<file path="src/rtl/jtag_chain_pkg.sv">
// jtag_chain_pkg: shared opcodes, status-bit indices, FSM states and command strobes for the JTAG burst chain.
package jtag_chain_pkg;
  localparam int OP_ADDR   = 1;
  localparam int OP_BE     = 2;
  localparam int OP_SIZE   = 3;
  localparam int OP_WRITE  = 8;
  localparam int OP_READ   = 9;
  localparam int OP_ACK    = 10;
  localparam int OP_CLRERR = 14;
  localparam int OP_ABORT  = 15;
  localparam int ST_ADDR_V = 0;
  localparam int ST_BE_V   = 1;
  localparam int ST_SIZE_V = 2;
  localparam int ST_WBUSY  = 3;
  localparam int ST_RBUSY  = 4;
  localparam int ST_RDV    = 5;
  localparam int ST_ERR    = 6;
  localparam int ST_PEND   = 7;
  typedef enum logic [3:0] {
    IDLE, W_FILL, W_WAIT_SW, W_SWITCH, W_LAUNCH,
    R_LAUNCH, R_WAIT_SW, R_SWITCH, R_ASK, R_STORE, R_PRESENT
  } state_e;
  typedef struct packed {
    logic addr;
    logic be;
    logic size;
    logic wr;
    logic rd;
    logic ack;
    logic clrerr;
    logic abort;
  } cmd_t;
endpackage

</file>
<file path="src/rtl/jtag_cmd_shifter.sv">
// jtag_cmd_shifter: JTAG shift/capture register with opcode decode into one-cycle command strobes.
module jtag_cmd_shifter
  import jtag_chain_pkg::*;
#(
  parameter int DATA_W = 32,
  parameter int OPC_W  = 4
) (
  input  logic              clk,
  input  logic              rst,
  input  logic              tdi_i,
  input  logic              shift_i,
  input  logic              update_i,
  input  logic              ce_i,
  input  logic              more_i,
  input  logic [7:0]        status_i,
  input  logic [DATA_W-1:0] rdata_i,
  output logic              tdo_o,
  output logic              shifted_out_o,
  output logic [DATA_W-1:0] payload_o,
  output cmd_t              cmd_o
);
  localparam int SR_W = DATA_W + OPC_W;
  logic [SR_W-1:0] sr_q, sr_d;
  logic [OPC_W-1:0] opc;
  assign opc = sr_q[OPC_W-1:0];
  assign tdo_o = sr_q[0];
  assign payload_o = sr_q[SR_W-1:OPC_W];
  assign shifted_out_o = ce_i && !shift_i && status_i[ST_RDV];
  // Read data is tagged with all-ones above the "more" flag so the host can tell it from status.
  always_comb begin
    sr_d = sr_q;
    if (ce_i && shift_i) sr_d = {tdi_i, sr_q[SR_W-1:1]};
    else if (ce_i) sr_d = status_i[ST_RDV] ? {{(OPC_W-1){1'b1}}, more_i, rdata_i} : SR_W'(status_i);
  end
  always_comb begin
    cmd_o.addr   = update_i && opc == OPC_W'(OP_ADDR);
    cmd_o.be     = update_i && opc == OPC_W'(OP_BE);
    cmd_o.size   = update_i && opc == OPC_W'(OP_SIZE);
    cmd_o.wr     = update_i && opc == OPC_W'(OP_WRITE);
    cmd_o.rd     = update_i && opc == OPC_W'(OP_READ);
    cmd_o.ack    = update_i && opc == OPC_W'(OP_ACK);
    cmd_o.clrerr = update_i && opc == OPC_W'(OP_CLRERR);
    cmd_o.abort  = update_i && opc == OPC_W'(OP_ABORT);
  end
  always_ff @(posedge clk) sr_q <= rst ? '0 : sr_d;
endmodule

</file>
<file path="src/rtl/jtag_burst_chain.sv">
// jtag_burst_chain: JTAG-driven burst controller streaming through a ping-pong buffer in DMA-sized chunks.
module jtag_burst_chain
  import jtag_chain_pkg::*;
#(
  parameter int DATA_W    = 32,
  parameter int ADDR_W    = 32,
  parameter int BUF_DEPTH = 256,
  parameter int BURST_W   = 8,
  parameter int OPC_W     = 4
) (
  input  logic                         JTCK,
  input  logic                         JRST,
  input  logic                         JTDI,
  input  logic                         JSHIFT,
  input  logic                         JUPDATE,
  input  logic                         JCE1,
  output logic                         JTD1,
  output logic [$clog2(BUF_DEPTH):0]   pp_address,
  output logic                         pp_writeEnable,
  output logic [DATA_W-1:0]            pp_dataIn,
  input  logic [DATA_W-1:0]            pp_dataOut,
  output logic                         pp_switch,
  input  logic                         switch_ready,
  output logic [ADDR_W-1:0]            dma_address,
  output logic [DATA_W/8-1:0]          dma_byte_enable,
  output logic [BURST_W-1:0]           dma_burst_size,
  output logic                         dma_data_ready,
  output logic                         dma_readReady,
  output logic [7:0]                   status_reg_out
);
  localparam int PW = $clog2(BUF_DEPTH) + 1;
  localparam int BE_W = DATA_W / 8;
  state_e state_q, state_d;
  logic [7:0] st_q, st_d;
  logic [ADDR_W-1:0] addr_q, addr_d, caddr_q, caddr_d;
  logic [BE_W-1:0] be_q, be_d;
  logic [BURST_W-1:0] size_q, size_d, rem_q, rem_d;
  logic [PW-1:0] ptr_q, ptr_d, chunk_q, chunk_d, rd_chunk;
  logic [DATA_W-1:0] wdata_q, wdata_d, rdata_q, rdata_d, payload;
  logic last_q, last_d, shifted_out, wr_ok, rd_ok, busy, launch;
  cmd_t cmd;
  jtag_cmd_shifter #(.DATA_W(DATA_W), .OPC_W(OPC_W)) u_shifter (
    .clk(JTCK), .rst(JRST), .tdi_i(JTDI), .shift_i(JSHIFT), .update_i(JUPDATE), .ce_i(JCE1),
    .more_i(rem_q != '0), .status_i(st_q), .rdata_i(rdata_q), .tdo_o(JTD1),
    .shifted_out_o(shifted_out), .payload_o(payload), .cmd_o(cmd)
  );
  assign busy = st_q[ST_WBUSY] || st_q[ST_RBUSY];
  assign wr_ok = &st_q[2:0] && !st_q[ST_RBUSY] && state_q == IDLE;
  assign rd_ok = &st_q[2:0] && !busy;
  assign rd_chunk = (int'(rem_q) + 1 > BUF_DEPTH) ? PW'(BUF_DEPTH) : PW'(int'(rem_q) + 1);
  assign status_reg_out = st_q;
  always_ff @(posedge JTCK) state_q <= JRST ? IDLE : state_d;
  always_comb begin
    state_d = state_q;
    case (state_q)
      IDLE:      state_d = cmd.wr && wr_ok ? W_FILL : cmd.rd && rd_ok ? R_LAUNCH : IDLE;
      W_FILL:    state_d = (rem_q == '0 || ptr_q == PW'(BUF_DEPTH - 1)) ? W_WAIT_SW : IDLE;
      W_WAIT_SW: state_d = switch_ready ? W_SWITCH : W_WAIT_SW;
      W_SWITCH:  state_d = W_LAUNCH;
      W_LAUNCH:  state_d = IDLE;
      R_LAUNCH:  state_d = R_WAIT_SW;
      R_WAIT_SW: state_d = switch_ready ? R_SWITCH : R_WAIT_SW;
      R_SWITCH:  state_d = R_ASK;
      R_ASK:     state_d = R_STORE;
      R_STORE:   state_d = R_PRESENT;
      R_PRESENT: state_d = !shifted_out ? R_PRESENT : rem_q == '0 ? IDLE :
                           ptr_q == chunk_q - 1'b1 ? R_LAUNCH : R_ASK;
      default:   state_d = IDLE;
    endcase
    if (cmd.abort) state_d = IDLE;
  end
  always_comb begin
    pp_writeEnable  = state_q == W_FILL;
    pp_address      = (state_q == W_FILL || state_q == R_ASK) ? ptr_q : '0;
    pp_dataIn       = pp_writeEnable ? wdata_q : '0;
    pp_switch       = state_q == W_SWITCH || state_q == R_SWITCH;
    dma_data_ready  = state_q == W_LAUNCH;
    dma_readReady   = state_q == R_LAUNCH;
    launch          = dma_data_ready || dma_readReady;
    dma_address     = launch ? caddr_q : '0;
    dma_byte_enable = launch ? be_q : '0;
    dma_burst_size  = dma_data_ready ? BURST_W'(ptr_q - 1'b1) :
                      dma_readReady ? BURST_W'(rd_chunk - 1'b1) : '0;
  end
  // FSM-driven updates first, then host commands, so a same-cycle command wins.
  always_comb begin
    st_d = st_q; addr_d = addr_q; caddr_d = caddr_q; be_d = be_q; size_d = size_q;
    rem_d = rem_q; ptr_d = ptr_q; chunk_d = chunk_q; wdata_d = wdata_q; rdata_d = rdata_q; last_d = last_q;
    case (state_q)
      W_FILL: begin
        ptr_d = ptr_q + 1'b1;
        rem_d = rem_q - 1'b1;
        last_d = rem_q == '0;
      end
      W_WAIT_SW: st_d[ST_PEND] = 1'b1;
      W_LAUNCH: begin
        caddr_d = caddr_q + ADDR_W'(int'(ptr_q) * BE_W);
        ptr_d = '0;
        st_d[ST_PEND] = 1'b0;
        if (last_q) st_d[ST_WBUSY] = 1'b0;
      end
      R_LAUNCH: chunk_d = rd_chunk;
      R_STORE: begin
        rdata_d = pp_dataOut;
        st_d[ST_RDV] = 1'b1;
      end
      R_PRESENT: if (shifted_out) begin
        st_d[ST_RDV] = 1'b0;
        if (rem_q == '0) st_d[ST_RBUSY] = 1'b0;
        else begin
          rem_d = rem_q - 1'b1;
          ptr_d = ptr_q == chunk_q - 1'b1 ? '0 : ptr_q + 1'b1;
          if (ptr_q == chunk_q - 1'b1) caddr_d = caddr_q + ADDR_W'(int'(chunk_q) * BE_W);
        end
      end
      default: ;
    endcase
    if (cmd.addr) begin
      if (busy) st_d[ST_ERR] = 1'b1;
      else begin addr_d = ADDR_W'(payload); st_d[ST_ADDR_V] = 1'b1; end
    end
    if (cmd.be) begin
      if (busy) st_d[ST_ERR] = 1'b1;
      else begin be_d = BE_W'(payload); st_d[ST_BE_V] = 1'b1; end
    end
    if (cmd.size) begin
      if (busy) st_d[ST_ERR] = 1'b1;
      else begin size_d = BURST_W'(payload); st_d[ST_SIZE_V] = 1'b1; end
    end
    if (cmd.wr) begin
      if (!wr_ok) st_d[ST_ERR] = 1'b1;
      else begin
        wdata_d = payload;
        st_d[ST_WBUSY] = 1'b1;
        if (!st_q[ST_WBUSY]) begin rem_d = size_q; caddr_d = addr_q; last_d = 1'b0; end
      end
    end
    if (cmd.rd) begin
      if (!rd_ok) st_d[ST_ERR] = 1'b1;
      else begin st_d[ST_RBUSY] = 1'b1; rem_d = size_q; caddr_d = addr_q; ptr_d = '0; end
    end
    if (cmd.ack) st_d[ST_RDV] = 1'b0;
    if (cmd.clrerr) st_d[ST_ERR] = 1'b0;
    if (cmd.abort) begin
      st_d[ST_WBUSY] = 1'b0; st_d[ST_RBUSY] = 1'b0; st_d[ST_RDV] = 1'b0; st_d[ST_PEND] = 1'b0;
      ptr_d = '0;
    end
  end
  always_ff @(posedge JTCK) begin
    if (JRST) begin
      st_q <= '0; addr_q <= '0; caddr_q <= '0; be_q <= '0; size_q <= '0; rem_q <= '0;
      ptr_q <= '0; chunk_q <= '0; wdata_q <= '0; rdata_q <= '0; last_q <= 1'b0;
    end else begin
      st_q <= st_d; addr_q <= addr_d; caddr_q <= caddr_d; be_q <= be_d; size_q <= size_d; rem_q <= rem_d;
      ptr_q <= ptr_d; chunk_q <= chunk_d; wdata_q <= wdata_d; rdata_q <= rdata_d; last_q <= last_d;
    end
  end
endmodule

</file>
<file path="config.mk">
export PLATFORM = sky130hd
export DESIGN_NAME = jtag_burst_chain
export DESIGN_NICKNAME = d
export VERILOG_FILES = /design/src/rtl/jtag_chain_pkg.sv /design/src/rtl/jtag_cmd_shifter.sv /design/src/rtl/jtag_burst_chain.sv
export SDC_FILE = /design/constraint.sdc
export NUM_CORES = 1
export LEC_CHECK = 0
export BUFFER_PORTS_ARGS = -buffer_cell sky130_fd_sc_hd__buf_2
export CORE_UTILIZATION = 30
export DETAILED_ROUTE_END_ITERATION = 16
export PLACE_DENSITY_LB_ADDON = 0.25
export SLEW_MARGIN = 20
export SYNTH_ARGS = -nofsm -noshare
export SYNTH_HDL_FRONTEND = slang
export SYNTH_SLANG_ARGS = --single-unit
</file>
<file path="constraint.sdc">
create_clock -name JTCK -period 3.75 [get_ports JTCK]
set_clock_uncertainty 0.15 [all_clocks]
set_input_delay 0.5625 -clock JTCK [delete_from_list [all_inputs] [get_ports JTCK]]
set_output_delay 0.5625 -clock JTCK [all_outputs]
set_load 0.02 [all_outputs]
</file>
After elaboration in Yosys (flattened, before gate mapping):

Index checks and enable logic that the tools add are counted.

* flip-flop bits (word level): 215
* latch bits: 0
* RAM bits: 0
* memory bits (read-only): 0
* word-level logic and storage cells: 156
* memories kept: 0

* add/sub/neg operators: 8
* multipliers: 0
* divide/modulo/power cells: 0
* $lt $le $gt $ge: 1
* equality and inequality tests: 21
* shift operators: 0
* mux-type cells: 67
* bitwise operators: 1
* reductions and logical operators: 39

Operator list (number)
* two-way mux 32 bit: 10
* two-way mux 36 bit: 3
* two-way mux 8 bit: 9
* adder 32 x 11 -> 32 bit: 2
* case mux 32 bit (2 select lines): 1
* two-way mux 9 bit: 7
* case mux 4 bit (10 select lines): 1
* equality test 4 bit, second input constant: 8
* greater-than comparator 32 x 10 -> 1 bit, second input constant: 1
* case mux 9 bit (3 select lines): 1
* two-way mux 1 bit: 24
* subtractor 8 x 1 -> 8 bit, second input constant: 3
* equality test 4 x 2 -> 1 bit, second input constant: 4
* equality test 4 x 3 -> 1 bit, second input constant: 4
* logical AND 1 bit: 16
* two-way mux 4 bit: 4
* case mux 8 bit (2 select lines): 1
* AND reduction 2 bit: 5
* adder 8 x 1 -> 9 bit, second input constant: 1
* adder 9 x 1 -> 9 bit, second input constant: 1
* equality test 9 x 8 -> 1 bit, second input constant: 1
* equality test 9 bit: 1
* subtractor 9 x 1 -> 9 bit, second input constant: 1
* equality test 4 x 1 -> 1 bit, second input constant: 2
* 14 further kinds: 26

Logic depth before layout (Yosys ltp):

* depth in word-level cells: 11
* gate-level depth with buffers: 12
* mapped depth without buffers: 11

By module:

Synthesis repeated with hierarchy kept, for this count alone.

* cell total of the unflattened synthesis: 1599
* area total of the unflattened synthesis: 12174.2 um2

Modules (own cells, without submodules)
* jtag_burst_chain: times used 1, cells each 1347, area each 10042.1 um2
* jtag_cmd_shifter: times used 1, cells each 252, area each 2132.0 um2

Worst setup path after synthesis:

Ideal clock, no wire load.

* kind: flip-flop to output port
* start: reg rem_q[3]
* end: out dma_burst_size[7]
* arrival: 2.219 ns
* slack: 0.818 ns
* cell stages (with the launch flop): 10
* path buffers: 1
* cells stage by stage: dfxtp_1 -> clkbuf_1 -> nand3_1 -> mux2_2 -> o22ai_1 -> a41oi_1 -> o21ai_0 -> nor3b_1 -> xnor2_1 -> o22ai_1

* word-level cells in the longest chain between the ends: 6

RTL lines
* start: declaration: line jtag_burst_chain.sv:37 `logic [BURST_W-1:0] size_q, size_d, rem_q, rem_d;`
* start signal: assignment: line jtag_burst_chain.sv:151 `st_q <= '0; addr_q <= '0; caddr_q <= '0; be_q <= '0; size_q <= '0; rem_q <= '0;`
* start signal: assignment: line jtag_burst_chain.sv:154 `st_q <= st_d; addr_q <= addr_d; caddr_q <= caddr_d; be_q <= be_d; size_q <= size_d; rem_q <= rem_d;`
* adder 8 x 1 -> 9 bit (*): line jtag_burst_chain.sv:50 `assign rd_chunk = (int'(rem_q) + 1 > BUF_DEPTH) ? PW'(BUF_DEPTH) : PW'(int'(rem_q) + 1);`
* greater-than comparator 32 x 10 -> 1 bit: line jtag_burst_chain.sv:50
* two-way mux 9 bit (*): line jtag_burst_chain.sv:50
* subtractor 8 x 1 -> 8 bit (*): line jtag_burst_chain.sv:83 `dma_readReady ? BURST_W'(rd_chunk - 1'b1) : '0;`
* two-way mux 8 bit (*): line jtag_burst_chain.sv:83
* two-way mux 8 bit (*): line jtag_burst_chain.sv:82 `dma_burst_size = dma_data_ready ? BURST_W'(ptr_q - 1'b1) :`
* end: declaration: line jtag_burst_chain.sv:26 `output logic [BURST_W-1:0] dma_burst_size,`

Mark *: on every way between the ends. The rest lies on a longest branch, timed or not.

Worst setup path after layout:

* start: reg rem_q[0]
* end: out dma_burst_size[7]

Same word-level chain as after synthesis.

==> summary.txt <==
Floorplanning
  – Area of the core: 38000 sq um
  – Full die area: 39800 sq um
  – Effective utilization at floorplan: 30.8%
  – IO Count: 137
  – Die Y-Extent: 199 microns
  – Num rows: 71
  – Die X: 199 microns

Routing
  – Wirelength per Cell: 17.3 microns
  – First-pass detailed-route iteration total: 6
  – Via count: 11100
  – Final ANT Viol Nets: 0
  – Iteration-0 DRC count of the detailed router: 652
  – WL final: 37600 microns
  – Residual DRC: 0
  – Via/cell ratio: 5.08

Logic synthesis
  – Mapped Cells: 1573
  – Top cell type's share of synthesized area: 36.8%
  – Cell Area, Synth: 11700 sq um
  – Area leader, netlist: dfxtp_1
  – Netlist cell types: 75
  – Async set-reset flop share out of synthesis: 0%
  – Ys flop type: dfxtp_1
  – Yosys reg bits: 215
  – Sequential element share of the synthesized area: 36.8%
  – Syn_nets: 1638
  – Syn_area_per_cell: 7.43 sq um
  – Ranking of synthesized cells by area: dfxtp_1 37%, nand2_1 11%, a21oi_1 6.8%
  – Yosys Warn Count: 0
  – EDFF count, synth: 0

STA
  – Crit path time final: 3.50 ns
  – Final WS setup: 0.246 ns
  – Final hold viol count: 0
  – TNS Setup: 0 ns
  – Slew margin rel.: 43.6%
  – Tcrit/Tclk final: 93.4%
  – Slew Viols, Final: 0
  – Setup violations, final: 0
  – RSZ-0062 raised after global routing: no
  – Least-Margin Pin Slew: 0.846 ns
  – FMAX: 285 MHz

Layout
  – Share of post-route cells with drive strength above 1: 14.2%
  – Finished Cell Area: 13600 sq um
  – Filler cells: 4145
  – Nets: 1715
  – Post-layout util: 35.8%
  – Layout area overhead: 16.5%
  – Most common cell after layout, fill and taps aside: nand2_1
  – Commonest cells after routing, fill and taps aside: 337 x nand2_1, 212 x dfxtp_1, 159 x a21oi_1, 142 x nor2_1, 135 x buf_2

CTS
  – H-tree levels: 1
  – Clock Latency Late Sink: 0.53 ns
  – Clock slew at reported path FFs: 0.06 ns
  – Total CTS buffers: 25
  – Clock Sinks: 215
  – Clock buffer depth: 3
  – TritonCTS clock tree: done
  – CTS root buf: clkbuf_16

Global route
  – Total gr overflow: 0
  – Largest net degree at the start of global routing: 81
  – First-pass GRT wire length: 58900 microns
  – Vias in the first global route: 10500
  – Initial antenna violation count: 1
  – Tot GR Track Use: 18.6%

Placement
  – Port bufs: 136
  – HPWL after DPL: 26600 microns
  – Placed cell area: 12800 sq um
  – Place WS: 0.447 ns
  – GPL Wtd Cong: 0.847

Worst setup path
  – Crit start category: flop
  – R2R depth: 11
  – R2R Path Start: chunk_q[0]$_SDFFE_PP0P_
  – Critical Path Start: rem_q[0]$_SDFF_PP0_
  – R2R Path End: caddr_q[30]$_SDFF_PP0_
  – End point of the critical path: dma_burst_size[7]
  – Crit path max fanout: 8
  – Setup CP Type: flop to output port
  – R2r setup slk: 0.42 ns
  – Endpoint required time on the critical path: 3.04 ns
  – CP endpoint kind: output port
  – CP arrival: 2.79 ns

Pwr
  – Seq pwr share: 45.4%
  – Switching portion of total power: 24.9%
  – Sw power: 1.31 mW
  – Leak pwr: 5.23 nW
  – PD cells: 387 nW/um^2
  – Max rail drop VDD: 0.252 mV
  – P_int: 3.97 mW
  – Share of power burned in combinational logic: 8.0%
  – Tot Pwr: 5.28 mW
  – Clock power frac: 46.6%

Flow run
  – Max-cap violations: 0

Min path
  – Hold Path Depth: 3
  – Hold crit path type: input port to flop

Outcome
  – Status: completed
==> Yosys cell counts (all sizes together), types with 8 or more instances <==
library cell / n
xnor2: 35
mux2i: 28
a211oi: 35
and2: 80
nor3: 34
a21oi: 160
ha: 24
inv: 22
clkbuf: 99
a311oi: 8
nand4: 12
o21ai: 96
buf: 17
o22ai: 8
dfxtp: 215
o211ai: 35
nand2: 337
nor2: 144
o21a: 13
nor4: 8
xor2: 18
and3: 16
nand3: 26
==> power groups by stage <==
stage	logic, mW	registers [mW]	clock network, mW
floorplan	0.307	2.40	0
global placement	0.423	2.45	0
detailed placement	0.421	2.45	0
CTS	0.424	2.39	2.52
global route	0.469	2.40	2.62
finish	0.424	2.40	2.46
==> worst min-delay path by stage <==
stage | from | to | slack [ns]
6_report | pp_dataOut[14] | rdata_q[14]$_SDFFE_PP0P_ | 0.12
5_1_grt | pp_dataOut[12] | rdata_q[12]$_SDFFE_PP0P_ | 0.12
4_1_cts | pp_dataOut[12] | rdata_q[12]$_SDFFE_PP0P_ | 0.10
3_5_place_dp | wdata_q[3]$_SDFFE_PP0P_ | wdata_q[3]$_SDFFE_PP0P_ | 0.29
3_3_place_gp | wdata_q[1]$_SDFFE_PP0P_ | wdata_q[1]$_SDFFE_PP0P_ | 0.29
2_1_floorplan | addr_q[11]$_SDFFE_PP0P_ | caddr_q[11]$_SDFF_PP0_ | 0.27
==> registers in the layout, indices dropped and copies added (netlist names), 9 cells and up <==
signal / cells
rdata_q: 32
ptr_q: 9
u_shifter.sr_q: 36
wdata_q: 32
chunk_q: 9
addr_q: 32
caddr_q: 32
==> through the flow <==
stage | cells | hold WS [ns]
2_1_floorplan | 1573 | 0.273
3_3_place_gp | 2134 | 0.287
3_5_place_dp | 2134 | 0.290
4_1_cts | 2179 | 0.105
5_1_grt | 2179 | 0.118
6_report | 2180 | 0.123
==> per-layer routing <==
layer  routed length [microns]  share of wire [%]  GRT usage (%)  vias up
met1                     18400                 49           26.8     5194
met4                       667                1.8           4.27        0
li1                          -                  -              -     5591
met2                     16700                 44           29.4      249
met5                         0                  0              0        -
met3                      1870                5.0           2.36       47
==> cell families (layout without fill, tap and decap cells) <==
kind of cell,count (synthesis),count (layout),synth area share (%)
AND/OR/NAND/NOR,701,701,27.3
AO/OA/AOI/OAI,407,407,21.5
flip-flops,215,215,36.8
buffers and inverters,138,233,4.64
XOR/XNOR,53,53,3.97
multiplexers,33,33,2.88
adder cells (fa/ha/maj),26,26,2.91
other,0,1,0
==> critical path, stage by stage (launching register included) <==
cell,delay (ns)
dfxtp_2,0.35
ha_1,0.23
nand3_1,0.16
mux2_2,0.35
o22ai_1,0.19
a41oi_1,0.15
o21ai_1,0.23
nor3b_1,0.09
xnor2_1,0.14
o22ai_1,0.15
buf_2,0.21
==> layout make-up <==
type	instances	area, sq um	area share, %
multi-input combinational	1220	6860	50.3
sequential	215	4310	31.6
timing repair buffer	166	912	6.69
clock buffer	39	738	5.42
tap	511	639	4.69
clock inverter	6	86.3	0.633
inverter	22	82.6	0.606
antenna	1	2.50	0.0184
==> what timing repair did <==
item	4_1_cts	5_1_grt
hold endpoints to repair	0	0
hold buffers	0	0
gates resized for setup	0	4
buffers inserted	0	0
endpoints found under the setup margin	0	3
Note: power is estimated with default switching activity, not from simulation.
